$ cat config.mk
export PLATFORM = sky130hd
export DESIGN_NAME = cache_line_writeback
export DESIGN_NICKNAME = d
export VERILOG_FILES = /design/src/rtl/cache_line_writeback_pkg.sv /design/src/rtl/cache_line_writeback_line_buffer.sv /design/src/rtl/cache_line_writeback.sv
export SDC_FILE = /design/constraint.sdc
export NUM_CORES = 1
export LEC_CHECK = 0
export CAP_MARGIN = 15
export CORE_ASPECT_RATIO = 1.1
export CORE_MARGIN = 2
export CORE_UTILIZATION = 58
export DETAILED_ROUTE_END_ITERATION = 10
export PLACE_DENSITY = 0.79
export SYNTH_ARGS = -nofsm -noshare
export SYNTH_HDL_FRONTEND = slang
export SYNTH_HIERARCHICAL = 1
export SYNTH_SLANG_ARGS = --single-unit
$ cat constraint.sdc
create_clock -name clk -period 10 [get_ports clk]
set_input_delay 2 -clock clk [delete_from_list [all_inputs] [get_ports clk]]
set_output_delay 2 -clock clk [all_outputs]
set_load 0.02 [all_outputs]
$ cat src/rtl/cache_line_writeback_pkg.sv
// Shared cache definitions: line geometry defaults, AXI encodings and the
// writeback engine state encoding.
package cache_line_writeback_pkg;

    // Default line geometry; tag + index + line-offset bits span a 32-bit address
    localparam int DEF_CACHE_LINE_WIDTH = 6;
    localparam int DEF_TAG_WIDTH        = 20;
    localparam int DEF_INDEX_WIDTH      = 6;

    // AXI encodings used by the cache write path
    localparam logic [1:0] BURST_INCR = 2'b01;
    localparam logic [2:0] SIZE_4B    = 3'b010;
    localparam logic [1:0] RESP_OKAY  = 2'b00;

    typedef enum logic [2:0] {
        ST_IDLE,
        ST_CAPTURE,
        ST_SEND,
        ST_WAIT_B,
        ST_DONE
    } wb_state_e;

endpackage

$ cat src/rtl/cache_line_writeback_line_buffer.sv
// Line-sized register file: synchronous write port, asynchronous read port.
// Shared between the writeback and refill paths.
module line_buffer #(
    parameter int OFFSET_WIDTH = 4,
    parameter int DATA_WIDTH   = 32
) (
    input  logic                    clk,
    input  logic                    we,
    input  logic [OFFSET_WIDTH-1:0] waddr,
    input  logic [DATA_WIDTH-1:0]   wdata,
    input  logic [OFFSET_WIDTH-1:0] raddr,
    output logic [DATA_WIDTH-1:0]   rdata
);

    localparam int DEPTH = 1 << OFFSET_WIDTH;

    logic [DATA_WIDTH-1:0] mem_q [DEPTH];

    // Store one word per enabled cycle
    always_ff @(posedge clk) begin
        if (we) begin
            mem_q[waddr] <= wdata;
        end
    end

    assign rdata = mem_q[raddr];

endmodule

$ cat src/rtl/cache_line_writeback.sv
// Dirty-line eviction engine: copies the victim line into a local buffer,
// releases the line for refill, then sends it as one INCR AXI write burst.
module cache_line_writeback
    import cache_line_writeback_pkg::*;
#(
    parameter int CACHE_LINE_WIDTH = DEF_CACHE_LINE_WIDTH,
    parameter int TAG_WIDTH        = DEF_TAG_WIDTH,
    parameter int INDEX_WIDTH      = DEF_INDEX_WIDTH
) (
    input  logic                         clk,
    input  logic                         rst,
    input  logic                         wb_req,
    input  logic [TAG_WIDTH-1:0]         wb_tag,
    input  logic [INDEX_WIDTH-1:0]       wb_index,
    output logic                         wb_busy,
    output logic                         wb_line_free,
    output logic                         wb_done,
    output logic                         wb_err,
    output logic [CACHE_LINE_WIDTH-3:0]  line_roff,
    input  logic [31:0]                  line_rdata,
    output logic [31:0]                  awaddr,
    output logic [7:0]                   awlen,
    output logic [2:0]                   awsize,
    output logic [1:0]                   awburst,
    output logic                         awvalid,
    input  logic                         awready,
    output logic [31:0]                  wdata,
    output logic [3:0]                   wstrb,
    output logic                         wlast,
    output logic                         wvalid,
    input  logic                         wready,
    input  logic [1:0]                   bresp,
    input  logic                         bvalid,
    output logic                         bready
);

    localparam int OFFSET_WIDTH = CACHE_LINE_WIDTH - 2;
    localparam logic [OFFSET_WIDTH-1:0] CNT_MAX = '1;

    wb_state_e               state_q, state_d;
    logic [OFFSET_WIDTH-1:0] cnt_q, cnt_d;
    logic [TAG_WIDTH-1:0]    tag_q, tag_d;
    logic [INDEX_WIDTH-1:0]  index_q, index_d;
    logic                    aw_done_q, aw_done_d;
    logic                    w_done_q, w_done_d;
    logic                    err_q, err_d;
    logic                    buf_we;
    logic [31:0]             buf_rdata;

    line_buffer #(
        .OFFSET_WIDTH (OFFSET_WIDTH),
        .DATA_WIDTH   (32)
    ) u_line_buffer (
        .clk   (clk),
        .we    (buf_we),
        .waddr (cnt_q),
        .wdata (line_rdata),
        .raddr (cnt_q),
        .rdata (buf_rdata)
    );

    assign wb_busy = (state_q != ST_IDLE);
    assign wb_err  = err_q;
    assign awaddr  = {tag_q, index_q, {CACHE_LINE_WIDTH{1'b0}}};
    assign awlen   = 8'((1 << OFFSET_WIDTH) - 1);
    assign awsize  = SIZE_4B;
    assign awburst = BURST_INCR;
    assign wstrb   = 4'hF;

    // State and datapath registers; reset drops every valid at once
    always_ff @(posedge clk or posedge rst) begin
        if (rst) begin
            state_q   <= ST_IDLE;
            cnt_q     <= '0;
            tag_q     <= '0;
            index_q   <= '0;
            aw_done_q <= 1'b0;
            w_done_q  <= 1'b0;
            err_q     <= 1'b0;
        end else begin
            state_q   <= state_d;
            cnt_q     <= cnt_d;
            tag_q     <= tag_d;
            index_q   <= index_d;
            aw_done_q <= aw_done_d;
            w_done_q  <= w_done_d;
            err_q     <= err_d;
        end
    end

    // Next-state and output decode for capture, burst and response phases
    always_comb begin
        state_d      = state_q;
        cnt_d        = cnt_q;
        tag_d        = tag_q;
        index_d      = index_q;
        aw_done_d    = aw_done_q;
        w_done_d     = w_done_q;
        err_d        = err_q;
        buf_we       = 1'b0;
        line_roff    = '0;
        wb_line_free = 1'b0;
        wb_done      = 1'b0;
        awvalid      = 1'b0;
        wvalid       = 1'b0;
        wlast        = 1'b0;
        wdata        = '0;
        bready       = 1'b0;

        case (state_q)
            ST_IDLE: begin
                if (wb_req) begin
                    tag_d   = wb_tag;
                    index_d = wb_index;
                    cnt_d   = '0;
                    err_d   = 1'b0;
                    state_d = ST_CAPTURE;
                end
            end

            ST_CAPTURE: begin
                line_roff = cnt_q;
                buf_we    = 1'b1;
                if (cnt_q == CNT_MAX) begin
                    wb_line_free = 1'b1;
                    cnt_d        = '0;
                    aw_done_d    = 1'b0;
                    w_done_d     = 1'b0;
                    state_d      = ST_SEND;
                end else begin
                    cnt_d = cnt_q + 1'b1;
                end
            end

            ST_SEND: begin
                awvalid = !aw_done_q;
                wvalid  = !w_done_q;
                if (!w_done_q) begin
                    wdata = buf_rdata;
                    wlast = (cnt_q == CNT_MAX);
                end
                if (!aw_done_q && awready) begin
                    aw_done_d = 1'b1;
                end
                if (!w_done_q && wready) begin
                    if (cnt_q == CNT_MAX) begin
                        w_done_d = 1'b1;
                        cnt_d    = '0;
                    end else begin
                        cnt_d = cnt_q + 1'b1;
                    end
                end
                if (aw_done_d && w_done_d) begin
                    aw_done_d = 1'b0;
                    w_done_d  = 1'b0;
                    state_d   = ST_WAIT_B;
                end
            end

            ST_WAIT_B: begin
                bready = 1'b1;
                if (bvalid) begin
                    err_d   = (bresp != RESP_OKAY);
                    state_d = ST_DONE;
                end
            end

            ST_DONE: begin
                wb_done = 1'b1;
                state_d = ST_IDLE;
            end

            default: begin
                state_d = ST_IDLE;
            end
        endcase
    end

endmodule

==> flow_summary.json, run 1 <==
{
  "status": "finished, final reports clean",
  "grt-ovfl-total": 0,
  "cts_tree": "built",
  "setup.worst_path.end_class": "primary output",
  "regToRegEndpoint": "u_line_buffer/mem_q[3][6]$_DFFE_PP_",
  "cts.sinks": 548,
  "min_path_type": "flip-flop to flip-flop",
  "drc_errors": 0,
  "routabilityCongestion": 0.760,
  "yosys_warnings": 6,
  "die_area_mm2": 0.0383,
  "period_needed_ns": 6.15,
  "dpl.hpwl_um": 24400,
  "finalWirelength_um": 46100,
  "setup_slack_ns": 3.85,
  "finalSetupViolCount": 0,
  "drv_cap": 0,
  "synth-edff-count": 512,
  "crit_required_ns": 8.00,
  "io_pins": 159,
  "syn_area_mm2": 0.0213,
  "slew_violations": 0,
  "cts_resized": 0,
  "yosys_most_used_dff": "edfxtp_1",
  "start_util_pct": 58.9,
  "via_count": 10543,
  "cts_buffers": 50,
  "ir_drop_v": 0.000209,
  "synth_cell_types": 46,
  "clk_pin_slew_worst_paths_ns": 0.06,
  "ant_nets": 0,
  "cp.arrival_ns": 4.15,
  "ys_seq_elements": 548,
  "reg2reg_slack_ns": 5.92,
  "cp_cell_sequence": "buf_4, mux4_2, a22oi_1, nand2_1, and2_1, clkdlybuf4s50_1",
  "routedWlPerCell_um": 27.3,
  "routed_via_density": 6.25,
  "layout-drive-gt1-share_pct": 22.5,
  "start_kind": "flip-flop",
  "fin_skew_ns": 0.0148,
  "dp_slack_ns": 4.46,
  "maxSlewHeadroom_pct": 25.3,
  "yosysMostFrequentCell": "edfxtp_1",
  "nFillCells": 2222,
  "rsz0062_at_grt": "no",
  "ys_top_cells_by_area": "edfxtp_1, mux4_2, dfrtp_1, a22oi_1, and2_1",
  "drt-initial-drc-count": 945,
  "crit_family": "buffers and inverters",
  "post_cts_buffers": 0,
  "grt_pass1_vias": 10779,
  "postCtsHoldBufs": 0,
  "worstSetupPathType": "flip-flop to primary output",
  "synthCells": 998,
  "worstPathMaxFanout": 76,
  "dieHeight_um": 205,
  "firstDrtPassIters": 5,
  "grt_pass1_wl_um": 68900,
  "worst_pin_slew_ns": 1.12,
  "fin_tns_setup_ns": 0,
  "slowest_delay_ns": 1.03,
  "synthArstFlopShare_pct": 6.57,
  "rows": 73,
  "syn_area_per_cell_um2": 21.3,
  "insertion_delay_ns": 0.57,
  "die_w_um": 187,
  "critPathCapture": "wdata[0]",
  "startpoint": "cnt_q[1]$_DFFE_PP0P_",
  "port_buffers": 135,
  "multi_input_area_mm2": 0.00476,
  "fmax_mhz": 163,
  "nNetsFinal": 1225,
  "grt_start_max_net_pins": 104,
  "coreArea_mm2": 0.0362,
  "synth_top_area_share_pct": 72.2,
  "worstReg2RegStart": "cnt_q[1]$_DFFE_PP0P_",
  "root_buffer": "clkbuf_16",
  "area_growth_syn_to_layout_pct": 16.5,
  "path_buf_inv": 2,
  "synth_commonest_cells": "edfxtp_1, mux4_2, a22oi_1, and2_1",
  "ff2ff_path_depth": 4,
  "clock_path_buffers": 3,
  "final_hold_viol_count": 0,
  "synth_seq_area_share_pct": 76.4,
  "min_period_over_period_pct": 61.5,
  "crit_slowest_cell": "dfrtp_4",
  "cp.depth": 6,
  "htree_levels": 2,
  "synth_top_area_cell": "edfxtp_1",
  "area.sequential_mm2": 0.0163,
  "p_leak_nw": 7.88,
  "p_per_area_mw_per_mm2": 249,
  "antenna_found_initial": 1,
  "grt_usage_pct": 24.7
}
[where the power goes]
group	switching, mW	leakage (nW)	internal, mW
Sequential	0.139	5.05	2.68
Combinational	0.785	2.08	0.783
Clock	0.787	0.753	1.02
[worst register-to-register path: stages (launching register included)]
cell,delay (ns)
dfrtp_4,1.03
buf_4,0.97
nand2_1,0.52
nor2_4,0.69
buf_4,0.51
[cells by family after synthesis]
group | after synthesis | synth area share [%]
buf+inv | 82 | 2.23
fa+ha+maj | 1 | 0.0587
mux | 156 | 15.0
other cells | 2 | 0.0353
flops | 548 | 76.4
compound gates | 83 | 2.98
simple gates | 125 | 3.24
xor+xnor | 1 | 0.0411
[metal layers]
metal	vias up	global-route usage, %	wire length (µm)	part of all wire, %
met4	0	7.62	1270	2.7
met2	614	41.1	23100	50
met5	-	0	0	0
met1	5424	33.2	17400	38
met3	100	5.47	4300	9.3
li1	4405	-	-	-
[through the flow]
stage / util [%] / hold slack [ns] / instances / instance area (µm²) / power (mW)
global route: 68.6 / 0.504 / 1688 / 24800 / 6.44
finish: 68.6 / 0.484 / 1688 / 24800 / 6.19
detailed placement: 64.3 / 0.475 / 1591 / 23200 / 4.43
CTS: 68.6 / 0.489 / 1685 / 24800 / 6.24
global placement: 64.3 / 0.466 / 1591 / 23200 / 4.41
floorplan: - / 0.534 / 1019 / 21400 / 3.89
[cell type report]
class / count / share of cell area (%)
flip-flops and latches: 548 / 65.6
multi-input cells: 389 / 19.2
repair buffers: 164 / 6.39
clock buffers: 65 / 5.52
well taps: 487 / 2.45
clock inverters: 29 / 0.751
inverters: 5 / 0.0756
diodes: 1 / 0.0101
[layout by cell type, fill, tap and decap left out, types with 3 or more instances in the layout]
master           synthesis  layout
a21oi_1                  4       4
a22oi_1                 64      64
a31oi_1                  3       3
and2_1                  41      40
buf_4                   34      26
clkbuf_1                21      12
clkbuf_16                0      53
clkdlybuf4s50_1          0     135
clkinv_1                 0      16
clkinv_2                 0       7
clkinvlp_4               0       3
conb_1                   2      23
dfrtp_1                 36      34
edfxtp_1               512     512
inv_1                    5       5
mux2_1                  14      14
mux2_2                  14      14
mux4_2                 128     128
nand2_1                 36      36
nand2b_1                 5       5
nand3b_1                 3       3
nor2_4                   0      13
nor3_1                   7       3
nor3_2                   0       4
o21ai_0                  3       3
[state kept, by name, indices dropped and copies added, names as in the netlist]
register	flops
u_line_buffer/mem_q	512
tag_q	20
index_q	6
cnt_q	4
state_q	3
aw_done_q	1
w_done_q	1
wb_err	1
[worst min path at each step]
| stage | start | end | depth (start not counted) |
|---|---|---|---|
| 5_1_grt | tag_q[14]$_DFFE_PP0P_ | tag_q[14]$_DFFE_PP0P_ | 1 |
| 3_5_place_dp | index_q[1]$_DFFE_PP0P_ | index_q[1]$_DFFE_PP0P_ | 1 |
| 2_1_floorplan | aw_done_q$_DFFE_PP0P_ | aw_done_q$_DFFE_PP0P_ | 2 |
| 3_3_place_gp | tag_q[0]$_DFFE_PP0P_ | tag_q[0]$_DFFE_PP0P_ | 1 |
| 4_1_cts | index_q[1]$_DFFE_PP0P_ | index_q[1]$_DFFE_PP0P_ | 1 |
| 6_report | index_q[0]$_DFFE_PP0P_ | index_q[0]$_DFFE_PP0P_ | 1 |
Note: power is estimated with default switching activity, not from simulation.
==> run 2: changes to the inputs <==
clock period = 6.3 ns   (was 10 ns; I/O delays follow)
==> run 2 against run 1 <==
Compared with the run above: clock-buffer cell count up 1; critical path depth unchanged; cell count up 0.30%; sequential power up 59%; die area unchanged; register-to-register slack worse by 3.6 ns; critical path type unchanged; largest cell class unchanged.
==> flow_summary.json, run 2 (same netlist as run 1, synthesis figures left out) <==
{
  "ir_drop_v": 0.000310,
  "layout-drive-gt1-share_pct": 23.2,
  "nFillCells": 2201,
  "cts.sinks": 548,
  "io_pins": 159,
  "p_leak_nw": 7.96,
  "postCtsHoldBufs": 0,
  "mostFrequentLayoutCells": "edfxtp_1, clkdlybuf4s50_1, mux4_2, a22oi_1, clkbuf_16",
  "min_period_over_period_pct": 78.2,
  "clock_path_buffers": 3,
  "worstPathMaxFanout": 37,
  "drv_cap": 0,
  "power.total_mw": 10.0,
  "drt-initial-drc-count": 1009,
  "htree_levels": 2,
  "worstSetupPathType": "flip-flop to primary output",
  "root_buffer": "clkbuf_16",
  "fin_tns_setup_ns": 0,
  "slew_violations": 0,
  "ant_nets": 0,
  "coreArea_mm2": 0.0362,
  "finalWirelength_um": 46100,
  "largest_reg_flops": 512,
  "rsz0062_at_grt": "no",
  "final_common_cell": "edfxtp_1",
  "grt-ovfl-total": 0,
  "period_needed_ns": 4.93,
  "rows": 73,
  "routabilityCongestion": 0.776,
  "status": "finished, final reports clean",
  "finalSetupViolCount": 0,
  "grt_start_max_net_pins": 88,
  "via_count": 10572,
  "routedWlPerCell_um": 27.2,
  "clk_pin_slew_worst_paths_ns": 0.06,
  "die_area_mm2": 0.0383,
  "maxSlewHeadroom_pct": 25.3,
  "p_per_area_mw_per_mm2": 402,
  "grt_usage_pct": 24.7,
  "start_util_pct": 58.9,
  "multi_input_area_mm2": 0.00476,
  "area_growth_syn_to_layout_pct": 17.3,
  "cp.arrival_ns": 3.67,
  "firstDrtPassIters": 5,
  "cts_tree": "built",
  "post_cts_buffers": 0,
  "die_w_um": 187,
  "antenna_found_initial": 3,
  "fin_skew_ns": 0.0140,
  "setup.worst_path.end_class": "primary output",
  "regMostFlops": "u_line_buffer/mem_q",
  "nNetsFinal": 1229,
  "port_buffers": 135,
  "worst_pin_slew_ns": 1.12,
  "fmax_mhz": 203,
  "grt_pass1_vias": 10839,
  "routed_via_density": 6.24,
  "reg_top3": "u_line_buffer/mem_q: 512 flops, tag_q: 20 flops, index_q: 6 flops",
  "start_kind": "flip-flop",
  "final_hold_viol_count": 0,
  "cts_buffers": 52,
  "crit_required_ns": 5.04,
  "dpl.hpwl_um": 24400,
  "grt_pass1_wl_um": 69100,
  "min_path_type": "flip-flop to flip-flop",
  "dieHeight_um": 205,
  "drc_errors": 0,
  "cts_resized": 0,
  "area.sequential_mm2": 0.0163,
  "insertion_delay_ns": 0.57
}
-- run 2: worst paths after layout --
path | startpoint | end | slack (ns) | cells past startpoint
max | cnt_q[0]$_DFFE_PP0P_ | wdata[2] | 1.37 | 6
min in group asynchronous | rst | tag_q[9]$_DFFE_PP0P_ | 1.11 | 3
max reg2reg | state_q[0]$_DFFE_PP0P_ | u_line_buffer/mem_q[6][7]$_DFFE_PP_ | 2.31 | 4
max in group asynchronous | rst | cnt_q[1]$_DFFE_PP0P_ | 4.83 | 3
min reg2reg | tag_q[13]$_DFFE_PP0P_ | tag_q[13]$_DFFE_PP0P_ | 0.48 | 1
min | tag_q[13]$_DFFE_PP0P_ | tag_q[13]$_DFFE_PP0P_ | 0.48 | 1
-- run 2: report_power, final --
| group | internal [mW] | switching [mW] |
|---|---|---|
| registers | 4.25 | 0.218 |
| logic | 1.26 | 1.25 |
| clock network | 1.79 | 1.27 |
| total | 7.30 | 2.74 |
-- run 2: critical path, cell delays in order, from the launching register on --
cell             delay (ns)
dfrtp_4                0.92
buf_4                  0.53
mux4_2                 0.58
a22oi_1                0.22
nand2_1                0.11
and2_1                 0.15
clkdlybuf4s50_1        0.55
-- run 2: metal layers --
layer / track usage, % / wire length (µm) / part of all wire (%)
met1: 33.2 / 16800 / 36
met3: 5.67 / 4950 / 11
met5: 0 / 11 / 0.024
met2: 40.8 / 23100 / 50
met4: 8.19 / 1270 / 2.8
-- run 2: area by class of cell --
| class | instances | area share [%] |
|---|---|---|
| sequential | 548 | 65.2 |
| multi-input combinational | 389 | 19.1 |
| antenna | 2 | 0.0200 |
| clock buffer | 66 | 5.50 |
| clock inverter | 30 | 1.20 |
| timing repair buffer | 166 | 6.53 |
| tap | 487 | 2.44 |
| inverter | 5 | 0.0751 |
-- run 2: per-stage QoR --
step / std cells / util (%) / hold WS, ns / worst slack (ns) / area, µm²
final: 1693 / 69.1 / 0.484 / 1.37 / 25000
after global routing: 1693 / 69.1 / 0.497 / 1.10 / 25000
after CTS: 1690 / 69.0 / 0.487 / 1.26 / 25000
after detailed placement: 1594 / 64.4 / 0.476 / 1.92 / 23300
after global placement: 1593 / 64.4 / 0.468 / 1.94 / 23300
after floorplan: 1019 / - / 0.534 / 2.12 / 21400
